===== src/rtl/mii_rx_frame_ctrl.sv =====
// MII receive frame controller: strips preamble/SFD, filters on destination
// address, streams bytes 6.. of accepted frames and reports per-frame status
// plus saturating good/drop counters.
module mii_rx_frame_ctrl #(
    parameter logic [47:0] MAC_ADDR = 48'h123456789abc,
    parameter int          MIN_LEN  = 64,
    parameter int          MAX_LEN  = 1518
) (
    input  logic        eth_rx_clk,
    input  logic        resetn,
    input  logic        eth_rx_dv,
    input  logic [3:0]  eth_rxd,
    input  logic        eth_rxerr,
    input  logic        promisc,
    output logic        byte_valid,
    output logic [7:0]  byte_data,
    output logic [10:0] byte_idx,
    output logic        frame_start,
    output logic        frame_end,
    output logic        frame_good,
    output logic [10:0] frame_len,
    output logic [15:0] good_cnt,
    output logic [15:0] drop_cnt
);

    typedef enum logic [2:0] {
        S_WAIT = 3'd0,
        S_IDLE = 3'd1,
        S_PRE  = 3'd2,
        S_DATA = 3'd3,
        S_DROP = 3'd4
    } state_t;

    state_t      state_q, state_d;
    logic [3:0]  nib_q, nib_d;        // previous nibble
    logic        phase_q, phase_d;    // 1 = low nibble already held
    logic [10:0] cnt_q, cnt_d;        // bytes completed, saturating at 2047
    logic        ucast_q, ucast_d;    // dst matches MAC_ADDR so far
    logic        bcast_q, bcast_d;    // dst all-ones so far
    logic        acc_q, acc_d;        // frame accepted and frame_start issued path
    logic        bad_q, bad_d;        // error or oversize seen

    logic        byte_valid_q, byte_valid_d;
    logic [7:0]  byte_data_q, byte_data_d;
    logic [10:0] byte_idx_q, byte_idx_d;
    logic        frame_start_q, frame_start_d;
    logic        frame_end_q, frame_end_d;
    logic        frame_good_q, frame_good_d;
    logic [10:0] frame_len_q, frame_len_d;
    logic [15:0] good_cnt_q, good_cnt_d;
    logic [15:0] drop_cnt_q, drop_cnt_d;

    logic [7:0]  cur_byte;
    logic [10:0] cnt_inc;
    logic [47:0] mac_sh;
    logic        ucast_nx, bcast_nx;
    logic        close, pre_drop, good_nx;

    assign cur_byte = {eth_rxd, nib_q};
    assign cnt_inc  = (cnt_q == 11'h7ff) ? cnt_q : cnt_q + 11'd1;
    // Only meaningful for cnt_q < 6: selects the dst byte MSB-first.
    assign mac_sh   = MAC_ADDR >> {3'd5 - cnt_q[2:0], 3'b000};
    assign ucast_nx = ucast_q && (cur_byte == mac_sh[7:0]);
    assign bcast_nx = bcast_q && (cur_byte == 8'hff);
    assign good_nx  = !bad_q && !phase_q && (int'(cnt_q) >= MIN_LEN) && (int'(cnt_q) <= MAX_LEN);

    // Next-state, byte strobes and frame status
    always_comb begin
        state_d       = state_q;
        nib_d         = eth_rxd;
        phase_d       = phase_q;
        cnt_d         = cnt_q;
        ucast_d       = ucast_q;
        bcast_d       = bcast_q;
        acc_d         = acc_q;
        bad_d         = bad_q;
        byte_valid_d  = 1'b0;
        byte_data_d   = byte_data_q;
        byte_idx_d    = byte_idx_q;
        frame_start_d = 1'b0;
        frame_end_d   = 1'b0;
        frame_good_d  = frame_good_q;
        frame_len_d   = frame_len_q;
        good_cnt_d    = good_cnt_q;
        drop_cnt_d    = drop_cnt_q;
        close         = 1'b0;
        pre_drop      = 1'b0;

        case (state_q)
            S_WAIT: if (!eth_rx_dv) state_d = S_IDLE;
            S_IDLE: begin
                acc_d = 1'b0;
                if (eth_rx_dv) state_d = S_PRE;
            end
            S_PRE: begin
                if (!eth_rx_dv) begin
                    state_d = S_IDLE;
                end else if (eth_rxd == 4'hd && nib_q == 4'h5) begin
                    state_d = S_DATA;
                    cnt_d   = '0;
                    phase_d = 1'b0;
                    ucast_d = 1'b1;
                    bcast_d = 1'b1;
                    acc_d   = 1'b0;
                    bad_d   = 1'b0;
                end else if (eth_rxd != 4'h5 && eth_rxd != 4'hd) begin
                    state_d  = S_DROP;
                    pre_drop = 1'b1;
                end
            end
            S_DATA, S_DROP: begin
                if (!eth_rx_dv) begin
                    state_d = S_IDLE;
                    close   = acc_q;
                end else begin
                    // Nibble accounting continues in DROP so frame_len reflects the wire.
                    phase_d = ~phase_q;
                    if (phase_q) cnt_d = cnt_inc;
                    if (state_q == S_DATA) begin
                        if (eth_rxerr) begin
                            state_d = S_DROP;
                            bad_d   = 1'b1;
                        end else if (phase_q) begin
                            if (int'(cnt_inc) > MAX_LEN) begin
                                state_d = S_DROP;
                                bad_d   = 1'b1;
                            end else if (cnt_q < 11'd6) begin
                                ucast_d = ucast_nx;
                                bcast_d = bcast_nx;
                                if (cnt_q == 11'd5) begin
                                    if (ucast_nx || bcast_nx || promisc) acc_d = 1'b1;
                                    else state_d = S_DROP;
                                end
                            end else begin
                                byte_valid_d  = 1'b1;
                                byte_data_d   = cur_byte;
                                byte_idx_d    = cnt_q;
                                frame_start_d = (cnt_q == 11'd6);
                            end
                        end
                    end
                end
            end
            default: state_d = S_WAIT;
        endcase

        if (close) begin
            acc_d        = 1'b0;
            frame_end_d  = 1'b1;
            frame_len_d  = cnt_q;
            frame_good_d = good_nx;
            if (good_nx) begin
                if (good_cnt_q != 16'hffff) good_cnt_d = good_cnt_q + 16'd1;
            end else begin
                if (drop_cnt_q != 16'hffff) drop_cnt_d = drop_cnt_q + 16'd1;
            end
        end
        if (pre_drop && drop_cnt_q != 16'hffff) drop_cnt_d = drop_cnt_q + 16'd1;
    end

    // State and output registers
    always_ff @(posedge eth_rx_clk or negedge resetn) begin
        if (!resetn) begin
            state_q       <= S_WAIT;
            nib_q         <= '0;
            phase_q       <= 1'b0;
            cnt_q         <= '0;
            ucast_q       <= 1'b0;
            bcast_q       <= 1'b0;
            acc_q         <= 1'b0;
            bad_q         <= 1'b0;
            byte_valid_q  <= 1'b0;
            byte_data_q   <= '0;
            byte_idx_q    <= '0;
            frame_start_q <= 1'b0;
            frame_end_q   <= 1'b0;
            frame_good_q  <= 1'b0;
            frame_len_q   <= '0;
            good_cnt_q    <= '0;
            drop_cnt_q    <= '0;
        end else begin
            state_q       <= state_d;
            nib_q         <= nib_d;
            phase_q       <= phase_d;
            cnt_q         <= cnt_d;
            ucast_q       <= ucast_d;
            bcast_q       <= bcast_d;
            acc_q         <= acc_d;
            bad_q         <= bad_d;
            byte_valid_q  <= byte_valid_d;
            byte_data_q   <= byte_data_d;
            byte_idx_q    <= byte_idx_d;
            frame_start_q <= frame_start_d;
            frame_end_q   <= frame_end_d;
            frame_good_q  <= frame_good_d;
            frame_len_q   <= frame_len_d;
            good_cnt_q    <= good_cnt_d;
            drop_cnt_q    <= drop_cnt_d;
        end
    end

    assign byte_valid  = byte_valid_q;
    assign byte_data   = byte_data_q;
    assign byte_idx    = byte_idx_q;
    assign frame_start = frame_start_q;
    assign frame_end   = frame_end_q;
    assign frame_good  = frame_good_q;
    assign frame_len   = frame_len_q;
    assign good_cnt    = good_cnt_q;
    assign drop_cnt    = drop_cnt_q;

endmodule


===== config.mk =====
export PLATFORM = sky130hd
export DESIGN_NAME = mii_rx_frame_ctrl
export DESIGN_NICKNAME = d
export VERILOG_FILES = /design/src/rtl/mii_rx_frame_ctrl.sv
export SDC_FILE = /design/constraint.sdc
export NUM_CORES = 1
export LEC_CHECK = 0
export CORE_UTILIZATION = 50
export CTS_CLUSTER_DIAMETER = 60
export DETAILED_ROUTE_END_ITERATION = 12
export DONT_BUFFER_PORTS = 1
export PLACE_DENSITY = 0.68
export RECOVER_POWER = 50
export SLEW_MARGIN = 20
export SYNTH_ARGS = -nofsm -noshare
export SYNTH_HDL_FRONTEND = slang
export SYNTH_SLANG_ARGS = --single-unit

===== constraint.sdc =====
create_clock -name eth_rx_clk -period 2.65 [get_ports eth_rx_clk]
set_input_delay 0.795 -clock eth_rx_clk [delete_from_list [all_inputs] [get_ports eth_rx_clk]]
set_output_delay 0.795 -clock eth_rx_clk [all_outputs]
set_load 0.01 [all_outputs]

* Yosys cells after proc, flatten, opt, wreduce, memory -nomap -nowiden
Index checks and enable logic that the tools add are counted.
Cells by class: add/subtract/negate cells 4, magnitude comparators 4, eq/ne operators 44, shift operators 1, multiplexer cells 81, bitwise operators 4, reduce and logical (&&, ||, !) cells 27
Operators with widths (number):
- 16-bit 2-to-1 mux | 4
- 11-bit 2-to-1 mux | 5
- 1-bit 2-to-1 mux | 52
- 45-bit by 6-bit right shift with 8-bit output (first input constant) | 1
- 3-bit 2-to-1 mux | 13
- 3-bit inequality test (second input constant) | 13
- 16-bit by 1-bit adder with 16-bit output (second input constant) | 2
- 16-bit inequality test (second input constant) | 2
- 11-bit by 3-bit equality test with 1-bit output (second input constant) | 2
- 11-bit case mux with 2 select lines | 1
- 2-bit inequality test (second input constant) | 10
- 5-bit inequality test (second input constant) | 3
- 7-bit AND reduction | 2
- 4-bit inequality test (second input constant) | 3
- 3-bit case mux with 4 select lines | 1
- 11-bit by 1-bit adder with 11-bit output (second input constant) | 1
- 11-bit equality test (second input constant) | 1
- 11-bit by 7-bit greater-or-equal comparator with 1-bit output (second input constant) | 1
- 11-bit > comparator (second input constant) | 1
- 11-bit <= comparator (second input constant) | 1
- 11-bit by 3-bit < comparator with 1-bit output (second input constant) | 1
- 11-bit AND reduction | 1
- 9-bit AND reduction | 1
- 8-bit equality test | 1
- other kinds (23) | 42
Word-level totals: register bits 89, input bits 9, output and inout port bits 66, word-level logic and storage cells 182

* Depth between registers and ports, before layout
Gate-level depths: netlist (run 1).
depth after elaboration 16, depth in mapped cells 10, mapped depth without buffers 8

* Worst setup path before layout (run 1)
OpenSTA, ideal clock, no wires.
path type register to register, start register cnt_q[2], end register state_q[2], library setup time 120 ps, data arrival time 2370 ps, path slack 160 ps, cell stages (with the launch flop) 10, path buffers 1, clock period less this slack 2490 ps, path through dfrtp_1 -> buf_4 -> inv_1 -> ha_1 -> or2_2 -> a21o_1 -> a2111oi_2 -> nor4_1 -> or3_1 -> and3_1
On the way: longest elaborated chain between the ends 9, elaborated cells on any way between the ends 22, classes of those cells 2 x add/sub; 2 x order compare; 6 x eq/ne; 1 x shift; 7 x mux; 4 x reduce/logical
RTL lines:
- start, declared | line 37 | logic [10:0] cnt_q, cnt_d;
- start signal, assigned | line 185 | cnt_q <= cnt_d;
- 11-bit by 1-bit adder with 11-bit output or 11-bit equality test (tied branches) | line 60 | assign cnt_inc = (cnt_q == 11'h7ff) ? cnt_q : cnt_q + 11'd1;
- 11-bit 2-to-1 mux | line 60
- 11-bit > comparator | line 124 | if (int'(cnt_inc) > MAX_LEN) begin
- 3-bit 2-to-1 mux | line 124
- 3-bit 2-to-1 mux | line 123 | end else if (phase_q) begin
- 3-bit 2-to-1 mux | line 120 | if (eth_rxerr) begin
- 3-bit 2-to-1 mux | line 119 | if (state_q == S_DATA) begin
- 3-bit 2-to-1 mux | line 112 | if (!eth_rx_dv) begin
- 3-bit case mux with 4 select lines | line 89 | case (state_q)
- end signal, assigned | line 182 | state_q <= state_d;
- end, declared | line 34 | state_t state_q, state_d;
Several ways; a longest one is shown, not always the timed one. The select of a mux whose other input is x is not followed. A chain may end at the register's enable or synchronous reset.

* Worst setup path in the final report (run 1)
start register cnt_q[1], end register state_q[2]
The elaborated chain is that of the path after synthesis.

==> reports/results.txt, run 1 <==
Period minus WS final -> 2.52 ns
FILL cells -> 742
fmax -> 397 MHz
Die Width -> 98.5 um
die area -> 0.00970 mm^2
Max Slew Vio Count -> 0
first-pass GRT wire length -> 17,000 um
Worst-path clk slew -> 0.09 ns
arrival time at the worst endpoint -> 2.78 ns
Synth cell types -> 68
Commonest cells post-synth -> 89 x dfrtp_1, 54 x nand2_1, 24 x xnor2_1
Setup Skew -> 0.0133 ns
Overflow after GRT -> 0
syn_nets -> 457
vias per cell -> 5.96
I/O Pins -> 75
RSZ-0062 raised after global routing -> false
core area -> 0.00885 mm^2
met3 GRT Util -> 6.74%
DP HPWL -> 7050 um
area of the multi-input gates -> 0.00227 mm^2
pin count of the biggest net entering global routing -> 90
count leader, synth -> dfrtp_1
die height -> 98.5 um
port buffer count -> 0
R2R Setup Slk -> 0.13 ns
M1 GR Usage -> 30.5%
met2 Use GR -> 34.1%
WP buf/inv -> 1
CP Cell Sequence -> inv_1, ha_1, or2_2, a21o_1, a2111oi_2, nor4_1, or3_1, and3_1
Synth Area per Inst -> 10.6 um^2
Worst EP required -> 2.91 ns
# H-tree levels -> 3
period utilization -> 95.1%
type of the most critical hold path -> input port to async pin
Final WS setup -> 0.131 ns
latest clock arrival within the worst-skew pair -> 0.36 ns
Setup crit start kind -> register
Synth top area share -> 47.9%
Most Crowded Layer GR -> met2
Async S/R FF share, synth -> 100%
clk sinks -> 89
Top FF cell, synth -> dfrtp_1
drc violations -> 4
antenna violations before repair -> 0
GP Congestion -> 0.926
reg2reg path depth -> 8
Synth Instances -> 438
CP Max Fanout -> 6
Pwr Total -> 3.07 mW
Syn Std Cell Area -> 0.00465 mm^2
P_leak -> 2.30 nW
CTS root buffer -> clkbuf_8
outcome -> complete, but fails checks
n_diodes -> 0
relative slew slack -> 66.7%
Placement Rows -> 34
Max Cap Viol -> 0
DR pass1 iterations -> 13
Fin. Hold Viols -> 0
GRT Util Overall -> 22.1%
Synth area leader -> dfrtp_1
critical path endpoint category -> register
Post-Place Setup Slack -> -0.00602 ns
fin cells -> 563
CTS Buffer Depth -> 2
worst reg2reg path startpoint -> cnt_q[1]
Crit Path Category -> register to register
top cells by area, synth -> dfrtp_1 48%, mux2_4 5.8%, xnor2_1 4.5%, nand2_1 4.4%, ha_1 2.7%
final instance area -> 0.00509 mm^2
sequential fraction of the synthesis area -> 47.9%
total CTS buffers -> 9
vias in the first global route -> 3,345
Final ANT Viol Nets -> 0
total wire length -> 9920 um
Yosys warnings -> 0
CP max-delay cell -> dfrtp_2
Post-synth EDFFs -> 0
failing checks -> design-rule violations
WL/cell -> 17.6 um
placed insts -> 546
initial core utilization -> 52.6%
CTS tree -> yes
Sequential Area -> 0.00223 mm^2
Post-Place Cell Area -> 0.00482 mm^2
Final setup viols -> 0
Power Dens Cells -> 602 mW/mm^2
P&R area growth vs syn -> 9.41%
DRT iter0 DRCs -> 234
via count -> 3,356
Slew @ Worst Pin -> 0.499 ns
Synth Register Bits -> 89
worst r2r dst -> state_q[2]
maximum VDD drop -> 0.000272 V
share of cells above drive strength 1 -> 20.9%
largest delay contributor family on the critical path -> simple AND/OR/NAND/NOR gates
CP max stage delay -> 0.45 ns
fin nets -> 469
post-layout util -> 57.5%
-- cell type report --
class                      count  area share (%)
multi-input combinational    313            44.5
sequential                    89            43.8
timing repair buffer          22            3.49
tap                          108            2.65
clock buffer                  10            2.51
clock inverter                 6            1.92
inverter                      15            1.11
-- routing by layer --
layer / vias up / share of wire (%) / wire, um
li1: 1594 / - / -
met1: 1650 / 46 / 4550
met2: 103 / 47 / 4660
met3: 9 / 6.4 / 632
met4: 0 / 0.79 / 78
met5: - / 0 / 0
-- worst max-delay path by stage --
stage	from	end	depth (start not counted)
2_1_floorplan	cnt_q[2]	state_q[2]	9
3_3_place_gp	cnt_q[0]	byte_data[1]	8
3_5_place_dp	cnt_q[0]	byte_data[5]	8
4_1_cts	cnt_q[1]	byte_idx[0]	8
5_1_grt	cnt_q[1]	state_q[2]	8
6_report	cnt_q[1]	state_q[2]	8
-- placed cells by master (no fill, tap or decap), types with 3 or more instances in the layout --
master    Yosys  routed
a21oi_1      19      19
a31oi_1       3       3
and3_1        4       4
and4_1        4       4
buf_4         6      21
clkbuf_8      0       9
dfrtp_1      89      87
ha_1         10       9
inv_1        13      13
mux2_2        3       3
mux2_4       18      18
nand2_1      54      54
nand3_1      21      21
nand4_1      15      15
nor2_1       21      21
nor2b_1       5       5
nor3_1       10      10
nor3_2        7       5
nor4_1        6       6
nor4_2        3       3
o21ai_0      19      19
o21ai_2       3       4
o22ai_1       3       3
o31ai_1       3       3
xnor2_1      24      24
xor2_1       12      12
-- state kept, by name (all words and copies together), names as in the netlist, 3 cells and up --
register	flops
nib_q	4
state_q	3
drop_cnt	16
good_cnt	16
frame_len	11
byte_idx	11
cnt_q	11
byte_data	8
-- what timing repair did --
action | 4_1_cts | 5_1_grt
setup endpoints to repair | 9 | 12
hold buffers | 0 | 0
setup buffers | 0 | 1
gates resized for setup | 1 | 7
pin swaps | 0 | 1
-- power by group --
group	total, mW	switching (mW)	leakage (nW)	internal, mW
Clock	1.07	0.520	0.113	0.547
Combinational	0.429	0.222	0.992	0.207
Sequential	1.57	0.134	1.20	1.44
Total	3.07	0.876	2.30	2.19
-- logic make-up (layout without fill, tap and decap cells) --
family	after synthesis	after routing	share of synthesized area, %
simple gates	169	169	20.5
flops	89	89	47.9
compound gates	76	76	11.1
xor+xnor	36	36	6.78
buf+inv	36	53	4.36
mux	22	22	6.75
fa+ha+maj	10	10	2.69
-- metrics by stage --
step / TNS (ns) / hold slack (ns)
6_report: 0 / 0.117
5_1_grt: 0 / 0.0861
4_1_cts: 0 / 0.106
3_5_place_dp: -0.0247 / 0.502
3_3_place_gp: 0 / 0.502
2_1_floorplan: 0 / 0.497
Power figures use the tool's default switching activity.
==> inputs of run 2 (changes only) <==
--- a/config.mk
+++ b/config.mk
@@ -6,12 +6,12 @@
 export NUM_CORES = 1
 export LEC_CHECK = 0
 export CORE_UTILIZATION = 50
+export CTS_BUF_LIST = sky130_fd_sc_hd__clkbuf_2 sky130_fd_sc_hd__clkbuf_4 sky130_fd_sc_hd__clkbuf_8
 export CTS_CLUSTER_DIAMETER = 60
 export DETAILED_ROUTE_END_ITERATION = 12
 export DONT_BUFFER_PORTS = 1
 export PLACE_DENSITY = 0.68
 export RECOVER_POWER = 50
-export SLEW_MARGIN = 20
 export SYNTH_ARGS = -nofsm -noshare
 export SYNTH_HDL_FRONTEND = slang
 export SYNTH_SLANG_ARGS = --single-unit
==> run 2 against run 1 <==
The flow still finishes with violations (design-rule violations). Maximum frequency hardly changed. Utilization hardly changed. Total power increased by 0.35%. Sequential power barely moved. Flip-flop and latch count is the same.
==> reports/results.txt, run 2 (same netlist as run 1, synthesis figures left out) <==
outcome -> complete, but fails checks
failing checks -> design-rule violations
Final setup viols -> 0 (unchanged)
vias in the first global route -> 3,348 (+0.090%)
pin count of the biggest net entering global routing -> 90 (unchanged)
Post-Route Setup TNS -> 0 ns (unchanged)
Overflow after GRT -> 0 (unchanged)
critical path endpoint category -> register
via count -> 3,355 (-0.030%)
most frequent cells in the layout -> 87 x dfrtp_1, 54 x nand2_1, 24 x xnor2_1
die area -> 0.00970 mm^2 (unchanged)
total CTS buffers -> 9 (unchanged)
fin nets -> 469 (unchanged)
Crit Path Category -> register to register
Final ANT Viol Nets -> 0 (unchanged)
Power Dens Cells -> 604 mW/mm^2 (+0.27%)
Slew @ Worst Pin -> 0.499 ns (-0.000000238 ns)
maximum VDD drop -> 0.000272 V (about the same)
arrival time at the worst endpoint -> 2.77 ns (about the same)
latest clock arrival within the worst-skew pair -> 0.36 ns (about the same)
CTS Buffer Depth -> 2 (unchanged)
Worst EP required -> 2.91 ns (about the same)
CTS root buffer -> clkbuf_8
relative slew slack -> 66.7% (unchanged)
WL/cell -> 17.6 um (+0.11%)
Period minus WS final -> 2.52 ns (-0.00125 ns)
DR pass1 iterations -> 13 (unchanged)
die height -> 98.5 um (unchanged)
period utilization -> 95.0% (about the same)
total wire length -> 9930 um (+0.11%)
Pwr Total -> 3.08 mW (+0.35%)
Max Slew Vio Count -> 0 (unchanged)
most common cell after layout, fill and taps aside -> dfrtp_1
# H-tree levels -> 3 (unchanged)
vias per cell -> 5.96 (about the same)
GP Congestion -> 0.926 (unchanged)
RSZ-0062 raised after global routing -> false
P_leak -> 2.30 nW (+0.15%)
Placement Rows -> 34 (unchanged)
core area -> 0.00885 mm^2 (unchanged)
Setup Skew -> 0.0134 ns (+0.000134 ns)
CTS tree -> yes
I/O Pins -> 75 (unchanged)
worst reg2reg path startpoint -> cnt_q[1]
type of the most critical hold path -> input port to async pin
worst r2r dst -> state_q[2]
CP Max Fanout -> 6 (unchanged)
Setup crit start kind -> register
share of cells above drive strength 1 -> 21.1% (+0.22 points)
Post-Place Cell Area -> 0.00482 mm^2 (unchanged)
final instance area -> 0.00509 mm^2 (about the same)
n_diodes -> 0 (unchanged)
fin cells -> 563 (unchanged)
DP HPWL -> 7050 um (unchanged)
Worst-path clk slew -> 0.10 ns (about the same)
placed insts -> 546 (unchanged)
Fin. Hold Viols -> 0 (unchanged)
R2R Setup Slk -> 0.13 ns (about the same)
port buffer count -> 0 (unchanged)
fmax -> 397 MHz (about the same)
Max Cap Viol -> 0 (unchanged)
first-pass GRT wire length -> 17,000 um (+0.16%)
P&R area growth vs syn -> 9.49% (about the same)
drc violations -> 4 (unchanged)
reg2reg path depth -> 8 (unchanged)
initial core utilization -> 52.6% (unchanged)
antenna violations before repair -> 0 (unchanged)
clk sinks -> 89 (unchanged)
DRT iter0 DRCs -> 233 (-0.43%)
# hold bufs at CTS -> 0 (unchanged)
GRT Util Overall -> 22.1% (+0.031 points)
Die Width -> 98.5 um (unchanged)
## run 2: cell types whose count changed in the layout (fill, tap and decap cells not counted)
cell / delta
clkbuf_1: -1
clkbuf_4: +1
## run 2: critical path, stage by stage (launching register included)
cell       delay [ns]
dfrtp_2          0.45
inv_1            0.16
ha_1             0.27
or2_2            0.29
a21o_1           0.19
a2111oi_2        0.41
nor4_1           0.09
or3_1            0.37
and3_1           0.19
## run 2: layout make-up
class / count / area [um^2]
clock inverters: 6 / 97.6
repair buffers: 22 / 178
clock buffers: 10 / 131
fillers: 741 / 3750
well taps: 108 / 135
flip-flops and latches: 89 / 2230
multi-input cells: 313 / 2270
inverters: 15 / 56.3
## run 2: worst max-delay path by stage
stage / from / to / slack, ns / cells after the start
floorplan: cnt_q[2] / state_q[2] / 0.16 / 9
global placement: cnt_q[0] / byte_data[1] / 0.12 / 8
detailed placement: cnt_q[0] / byte_data[5] / -0.006 / 8
CTS: cnt_q[1] / byte_idx[0] / 0.04 / 8
global route: cnt_q[1] / state_q[2] / 0.02 / 8
finish: cnt_q[1] / state_q[2] / 0.13 / 8
## run 2: through the flow
step           hold WS, ns  utilization (%)  worst slack (ns)
2_1_floorplan        0.497                -             0.160
3_3_place_gp         0.502             54.5             0.123
3_5_place_dp         0.502             54.5          -0.00602
4_1_cts              0.106             57.2            0.0399
5_1_grt             0.0861             57.6            0.0193
6_report             0.114             57.6             0.132
## run 2: metal layers
metal / share of wire, % / GRT usage (%) / vias up
met5: 0 / 0 / -
met4: 0.79 / 5.51 / 0
met3: 6.4 / 6.74 / 9
met2: 47 / 34.2 / 101
met1: 46 / 30.6 / 1651
li1: - / - / 1594
## run 2: power breakdown
group	internal, mW	total [mW]	switching [mW]
Sequential	1.44	1.57	0.134
Combinational	0.207	0.429	0.222
Clock	0.557	1.08	0.521
Total	2.20	3.08	0.876
## run 2: timing repair
| item | 4_1_cts | 5_1_grt |
|---|---|---|
| pin swaps | 0 | 1 |
| gates resized for setup | 1 | 7 |
| buffers inserted | 0 | 1 |
| setup endpoints to repair | 9 | 12 |
